[src/rtl/shift_fu_pkg.sv]
// Shared definitions for the shift functional unit: default widths, opcodes,
// the result record and the opcode-to-shifter-control decode.
package shift_fu_pkg;

    localparam int DEF_WIDTH      = 32;
    localparam int DEF_SHW        = 5;
    localparam int DEF_TAGW       = 4;
    localparam int DEF_OBUF_DEPTH = 4;

    localparam logic [1:0] OP_SRA = 2'b00;
    localparam logic [1:0] OP_SRL = 2'b01;
    localparam logic [1:0] OP_SLA = 2'b10;
    localparam logic [1:0] OP_SLL = 2'b11;

    typedef struct packed {
        logic [DEF_WIDTH-1:0] data;
        logic [DEF_TAGW-1:0]  tag;
    } result_t;

    typedef struct packed {
        logic left;
        logic log;
    } shctl_t;

    // Left shifts are always logical; only right shifts distinguish SRA/SRL.
    function automatic shctl_t decode_op(input logic [1:0] op);
        shctl_t c;
        c = '0;
        unique case (op)
            OP_SRA: begin c.left = 1'b0; c.log = 1'b0; end
            OP_SRL: begin c.left = 1'b0; c.log = 1'b1; end
            OP_SLA: begin c.left = 1'b1; c.log = 1'b0; end
            OP_SLL: begin c.left = 1'b1; c.log = 1'b1; end
            default: c = '0;
        endcase
        return c;
    endfunction

endpackage

[src/rtl/shift_result_fifo.sv]
// In-order result buffer between the shifter output and the consumer.
// Pointers wrap modulo DEPTH so non-power-of-two depths work.
module shift_result_fifo #(
    parameter int WIDTH = 32,
    parameter int TAGW  = 4,
    parameter int DEPTH = 4,
    localparam int PW   = $clog2(DEPTH),
    localparam int CW   = $clog2(DEPTH + 1)
) (
    input  logic             clock,
    input  logic             resetn,
    input  logic             flush_i,
    input  logic             push_i,
    input  logic [WIDTH-1:0] push_data_i,
    input  logic [TAGW-1:0]  push_tag_i,
    input  logic             pop_i,
    output logic             valid_o,
    output logic [WIDTH-1:0] head_data_o,
    output logic [TAGW-1:0]  head_tag_o,
    output logic [CW-1:0]    count_o
);

    logic [WIDTH+TAGW-1:0] mem_q [DEPTH];
    logic [PW-1:0]         wr_ptr_q, wr_ptr_d;
    logic [PW-1:0]         rd_ptr_q, rd_ptr_d;
    logic [CW-1:0]         count_q, count_d;
    logic                  do_push;
    logic                  do_pop;

    function automatic logic [PW-1:0] ptr_inc(input logic [PW-1:0] p);
        return (p == PW'(DEPTH - 1)) ? '0 : p + PW'(1);
    endfunction

    always_comb begin
        do_push  = push_i && !flush_i;
        do_pop   = pop_i && (count_q != '0) && !flush_i;
        wr_ptr_d = wr_ptr_q;
        rd_ptr_d = rd_ptr_q;
        count_d  = count_q;
        if (do_push) wr_ptr_d = ptr_inc(wr_ptr_q);
        if (do_pop)  rd_ptr_d = ptr_inc(rd_ptr_q);
        unique case ({do_push, do_pop})
            2'b10:   count_d = count_q + CW'(1);
            2'b01:   count_d = count_q - CW'(1);
            default: count_d = count_q;
        endcase
        if (flush_i) begin
            wr_ptr_d = '0;
            rd_ptr_d = '0;
            count_d  = '0;
        end
    end

    always_ff @(posedge clock or negedge resetn) begin
        if (!resetn) begin
            wr_ptr_q <= '0;
            rd_ptr_q <= '0;
            count_q  <= '0;
        end else begin
            wr_ptr_q <= wr_ptr_d;
            rd_ptr_q <= rd_ptr_d;
            count_q  <= count_d;
        end
    end

    // Storage needs no reset: nothing reads an entry before it is written.
    always_ff @(posedge clock) begin
        if (do_push) mem_q[wr_ptr_q] <= {push_data_i, push_tag_i};
    end

    assign valid_o     = (count_q != '0);
    assign head_data_o = mem_q[rd_ptr_q][WIDTH+TAGW-1:TAGW];
    assign head_tag_o  = mem_q[rd_ptr_q][TAGW-1:0];
    assign count_o     = count_q;

endmodule

[src/rtl/shift_issue_ctrl.sv]
// Issue/retire controller around a 1-cycle barrel shifter: issue register,
// one tracking stage for the shifter latency, credit-gated result FIFO.
module shift_issue_ctrl
    import shift_fu_pkg::*;
#(
    parameter int WIDTH      = DEF_WIDTH,
    parameter int SHW        = DEF_SHW,
    parameter int TAGW       = DEF_TAGW,
    parameter int OBUF_DEPTH = DEF_OBUF_DEPTH
) (
    input  logic             clock,
    input  logic             resetn,
    input  logic             in_valid,
    output logic             in_ready,
    input  logic [1:0]       in_op,
    input  logic [SHW-1:0]   in_amt,
    input  logic [WIDTH-1:0] in_data,
    input  logic [TAGW-1:0]  in_tag,
    input  logic             in_flush,
    output logic [WIDTH-1:0] sh_x,
    output logic [SHW-1:0]   sh_s,
    output logic             sh_left,
    output logic             sh_log,
    input  logic [WIDTH-1:0] sh_z,
    output logic             out_valid,
    input  logic             out_ready,
    output logic [WIDTH-1:0] out_data,
    output logic [TAGW-1:0]  out_tag,
    output logic             idle
);

    localparam int CW = $clog2(OBUF_DEPTH + 1);

    logic [WIDTH-1:0] sh_x_q, sh_x_d;
    logic [SHW-1:0]   sh_s_q, sh_s_d;
    logic             sh_left_q, sh_left_d;
    logic             sh_log_q, sh_log_d;
    logic [TAGW-1:0]  tag1_q, tag1_d;
    logic [TAGW-1:0]  tag2_q, tag2_d;
    logic             v1_q, v1_d;
    logic             v2_q, v2_d;

    logic [CW-1:0]    fifo_count;
    logic [CW:0]      occupancy;
    logic             accept;
    logic             fifo_push;
    logic             fifo_pop;
    shctl_t           ctl;

    // Every op that could still land in the FIFO holds a credit, so the
    // non-stallable shifter output always has a free slot when it arrives.
    always_comb begin
        occupancy = (CW+1)'(v1_q) + (CW+1)'(v2_q) + (CW+1)'(fifo_count);
        in_ready  = (occupancy < (CW+1)'(OBUF_DEPTH)) && !in_flush;
        accept    = in_valid && in_ready;
        ctl       = decode_op(in_op);
    end

    always_comb begin
        sh_x_d    = sh_x_q;
        sh_s_d    = sh_s_q;
        sh_left_d = sh_left_q;
        sh_log_d  = sh_log_q;
        tag1_d    = tag1_q;
        v1_d      = accept;
        v2_d      = v1_q;
        tag2_d    = tag1_q;
        if (accept) begin
            sh_x_d    = in_data;
            sh_s_d    = in_amt;
            sh_left_d = ctl.left;
            sh_log_d  = ctl.log;
            tag1_d    = in_tag;
        end
        if (in_flush) begin
            v1_d = 1'b0;
            v2_d = 1'b0;
        end
    end

    always_ff @(posedge clock or negedge resetn) begin
        if (!resetn) begin
            sh_x_q    <= '0;
            sh_s_q    <= '0;
            sh_left_q <= 1'b0;
            sh_log_q  <= 1'b0;
            tag1_q    <= '0;
            tag2_q    <= '0;
            v1_q      <= 1'b0;
            v2_q      <= 1'b0;
        end else begin
            sh_x_q    <= sh_x_d;
            sh_s_q    <= sh_s_d;
            sh_left_q <= sh_left_d;
            sh_log_q  <= sh_log_d;
            tag1_q    <= tag1_d;
            tag2_q    <= tag2_d;
            v1_q      <= v1_d;
            v2_q      <= v2_d;
        end
    end

    // v2 marks the cycle in which sh_z carries the op issued two edges ago.
    assign fifo_push = v2_q && !in_flush;
    assign fifo_pop  = out_valid && out_ready;

    shift_result_fifo #(
        .WIDTH (WIDTH),
        .TAGW  (TAGW),
        .DEPTH (OBUF_DEPTH)
    ) u_fifo (
        .clock       (clock),
        .resetn      (resetn),
        .flush_i     (in_flush),
        .push_i      (fifo_push),
        .push_data_i (sh_z),
        .push_tag_i  (tag2_q),
        .pop_i       (fifo_pop),
        .valid_o     (out_valid),
        .head_data_o (out_data),
        .head_tag_o  (out_tag),
        .count_o     (fifo_count)
    );

    assign sh_x    = sh_x_q;
    assign sh_s    = sh_s_q;
    assign sh_left = sh_left_q;
    assign sh_log  = sh_log_q;
    assign idle    = !v1_q && !v2_q && (fifo_count == '0);

endmodule

[config.mk]
export PLATFORM = sky130hd
export DESIGN_NAME = shift_issue_ctrl
export DESIGN_NICKNAME = d
export VERILOG_FILES = /design/src/rtl/shift_fu_pkg.sv /design/src/rtl/shift_result_fifo.sv /design/src/rtl/shift_issue_ctrl.sv
export SDC_FILE = /design/constraint.sdc
export NUM_CORES = 1
export LEC_CHECK = 0
export ABC_AREA = 1
export CAP_MARGIN = 20
export CORE_ASPECT_RATIO = 1.75
export CORE_MARGIN = 2
export CORE_UTILIZATION = 55
export CTS_CLUSTER_DIAMETER = 50
export DETAILED_ROUTE_END_ITERATION = 12
export GPL_TIMING_DRIVEN = 0
export PLACE_DENSITY = 0.81
export SYNTH_ARGS = -nofsm -noshare
export SYNTH_HDL_FRONTEND = slang
export SYNTH_HIERARCHICAL = 1
export SYNTH_SLANG_ARGS = --single-unit
[constraint.sdc]
create_clock -name clock -period 4 [get_ports clock]
set_input_delay 0.4 -clock clock [delete_from_list [all_inputs] [get_ports clock]]
set_output_delay 0.4 -clock clock [all_outputs]
set_load 0.05 [all_outputs]
==> results.json <==
{
  "cts_setup_buffers": 0,
  "syn_inst": 623,
  "ctsResizeCount": 0,
  "critPathArrivalTime_ps": 2710,
  "cp-start-kind": "register",
  "synth_area_leader_cell": "edfxtp_1",
  "end_kind": "output pin",
  "hold_buffers": 1,
  "h-tree-depth": 4,
  "synth_edf_count": 144,
  "fp.coreArea_um2": 14200,
  "slew_violations": 0,
  "synthTopCellsByArea": "edfxtp_1 (55%), dfrtp_1 (18%), nand2_1 (4.8%), nor2_1 (3.8%), nand4_1 (3.4%)",
  "holdCritPathClass": "in2reg",
  "cts_tree": "built",
  "crit_type": "reg2out",
  "num_vias": 5625,
  "dp_cells": 964,
  "period_needed_ps": 3110,
  "relSlewSlack": 0.549,
  "layout.nets": 891,
  "finalSetupTns_ps": 0,
  "clockRootBuffer": "clkbuf_16",
  "drt_iter0_drc": 351,
  "gp_congestion": 0.808,
  "numCtsBuffers": 17,
  "die_w_um": 94.6,
  "outcome": "finished clean",
  "finalHoldViolations": 0,
  "synth_most_common_cell": "edfxtp_1",
  "finish.utilization": 0.733,
  "path_max_fanout": 10,
  "gr-usage-all-layers": 0.248,
  "setup_violations": 0,
  "vias_per_cell": 5.64,
  "initial_core_util": 0.556,
  "design_area_um2": 10400,
  "n_fill_cell": 926,
  "rsz0062_at_grt": "no",
  "ant_nets": 0,
  "final_cells": 997,
  "diodes": 0,
  "synth_top_cell_area_share": 0.547,
  "ir_drop_mv": 0.412,
  "synth_seq_area_share": 0.725,
  "row_count": 58,
  "worst_pin_slew_ps": 674,
  "fin_skew_ps": 12.6,
  "async_flop_share": 0.280,
  "drtPass1Iterations": 5,
  "power_density_nw_per_um2": 656,
  "synthTopCellsByCount": "edfxtp_1 (144), nand2_1 (102), nor2_1 (79), dfrtp_1 (56), o21ai_1 (53)",
  "syn2layout_area_growth_pct": 31.9,
  "syn-num-nets": 710,
  "grt_pass1_wl_mm": 29.0,
  "worstPathRequired_ps": 3600,
  "die-height_um": 163,
  "dp_hpwl_mm": 13.2,
  "port-buffer-count": 156,
  "clkLatencyLatePin_ps": 430,
  "antenna_found_initial": 0,
  "pin_count": 158,
  "syn_avg_cell_area_um2": 12.7,
  "cts.clk_slew.worst_paths_ps": 70,
  "ys_types": 32,
  "synthesis.area_um2": 7900,
  "leakagePower_nw": 4.03,
  "grt_max_degree": 40,
  "avgRoutedWirePerCell_um": 18.8,
  "drc": 0,
  "fin_crit_sh": 0.776,
  "routed_wl_mm": 18.7,
  "grt_overflow": 0,
  "grt_pass1_vias": 5895,
  "cap_violations": 0,
  "drive_gt1_frac": 0.116,
  "yosysWarnings": 6,
  "ys.flop_type": "edfxtp_1",
  "placed_area_um2": 9840,
  "ctsLongestPathBuffers": 2,
  "ys_seq_elements": 200,
  "cts.sinks": 200,
  "die-area_um2": 15400,
  "max_freq_mhz": 322
}
report_power, final:
part           switching [W]  total (W)  internal, W
combinational        0.00177    0.00262     0.000845
clock               0.000810    0.00165     0.000838
sequential          0.000140    0.00257      0.00243
total                0.00272    0.00684      0.00412
critical path, cell delays in order (launching register included):
cell,delay [ps]
dfrtp_1,500
ha_1,300
nand2_1,70
nand2_1,60
nand2_2,170
buf_2,260
nand2_1,70
inv_1,60
clkdlybuf4s50_1,790
logic make-up after synthesis:
family	Yosys count	share of synthesized area
AND/OR/NAND/NOR	242	0.140
adder cells (fa/ha/maj)	7	0.0120
AO/OA/AOI/OAI	113	0.0793
buffers and inverters	60	0.0434
XOR/XNOR	1	0.00111
flip-flops	200	0.725
layer usage:
layer  track usage  wire length [um]  up-vias
met2         0.471             10500      243
met3        0.0680              1350       21
met1         0.254              6540     2756
met5             0                 0        -
met4        0.0843               286        0
li1              -                 -     2605
layout make-up:
| type | instances | area [um2] | area share |
|---|---|---|---|
| timing repair buffer | 162 | 1690 | 0.162 |
| clock inverter | 14 | 149 | 0.0143 |
| tap | 180 | 225 | 0.0216 |
| clock buffer | 18 | 429 | 0.0412 |
| sequential | 200 | 5730 | 0.549 |
| multi-input combinational | 363 | 1860 | 0.179 |
| buffer | 39 | 260 | 0.0250 |
| inverter | 21 | 82.6 | 0.00792 |
layout by cell type (no fill, tap or decap), types with 3 or more instances in the layout:
cell | Yosys | layout
o22ai_1 | 37 | 37
buf_6 | 6 | 6
nand2_1 | 102 | 102
o21ai_0 | 20 | 20
edfxtp_1 | 144 | 144
nor2_1 | 79 | 75
dfrtp_1 | 56 | 56
nor2_4 | 2 | 6
ha_1 | 6 | 6
clkbuf_16 | 0 | 17
o21ai_1 | 53 | 53
clkbuf_1 | 4 | 5
inv_6 | 0 | 4
buf_4 | 13 | 13
nand3_1 | 5 | 5
clkdlybuf4s50_1 | 0 | 155
nand4_1 | 43 | 43
inv_8 | 0 | 5
inv_2 | 3 | 3
buf_16 | 0 | 3
buf_2 | 16 | 17
inv_1 | 16 | 16
worst paths after layout:
kind / from / end / slack [ps] / depth (start not counted)
setup / recovery: u_fifo/count_o[0]$_DFFE_PN0P_ / in_ready / 890 / 8
hold / removal: in_valid / sh_x[3]$_DFFE_PN0P_ / 290 / 3
setup reg to reg: v2_q$_DFF_PN0_ / u_fifo/mem_q[0][4]$_DFFE_PP_ / 1870 / 5
hold reg to reg: tag1_q[2]$_DFFE_PN0P_ / tag2_q[2]$_DFF_PN0_ / 390 / 0
max in group asynchronous: resetn / sh_x[16]$_DFFE_PN0P_ / 2980 / 3
min in group asynchronous: resetn / sh_x[0]$_DFFE_PN0P_ / 450 / 2
stage by stage:
stage / hold slack, ps / setup slack (ps) / total power [W]
2_1_floorplan: 104 / 1320 / 0.00429
3_3_place_gp: 363 / -575 / 0.00516
3_5_place_dp: 361 / 1140 / 0.00523
4_1_cts: 279 / 879 / 0.00688
5_1_grt: 302 / 751 / 0.00712
6_report: 295 / 895 / 0.00684
flip-flops by register name, indices dropped and copies added (netlist names):
name	cells
sh_left	1
sh_log	1
sh_s	5
sh_x	32
tag1_q	4
tag2_q	4
u_fifo/count_o	3
u_fifo/mem_q	144
u_fifo/rd_ptr_q	2
u_fifo/wr_ptr_q	2
v1_q	1
v2_q	1
No activity file was read; power rests on OpenSTA's default activity.
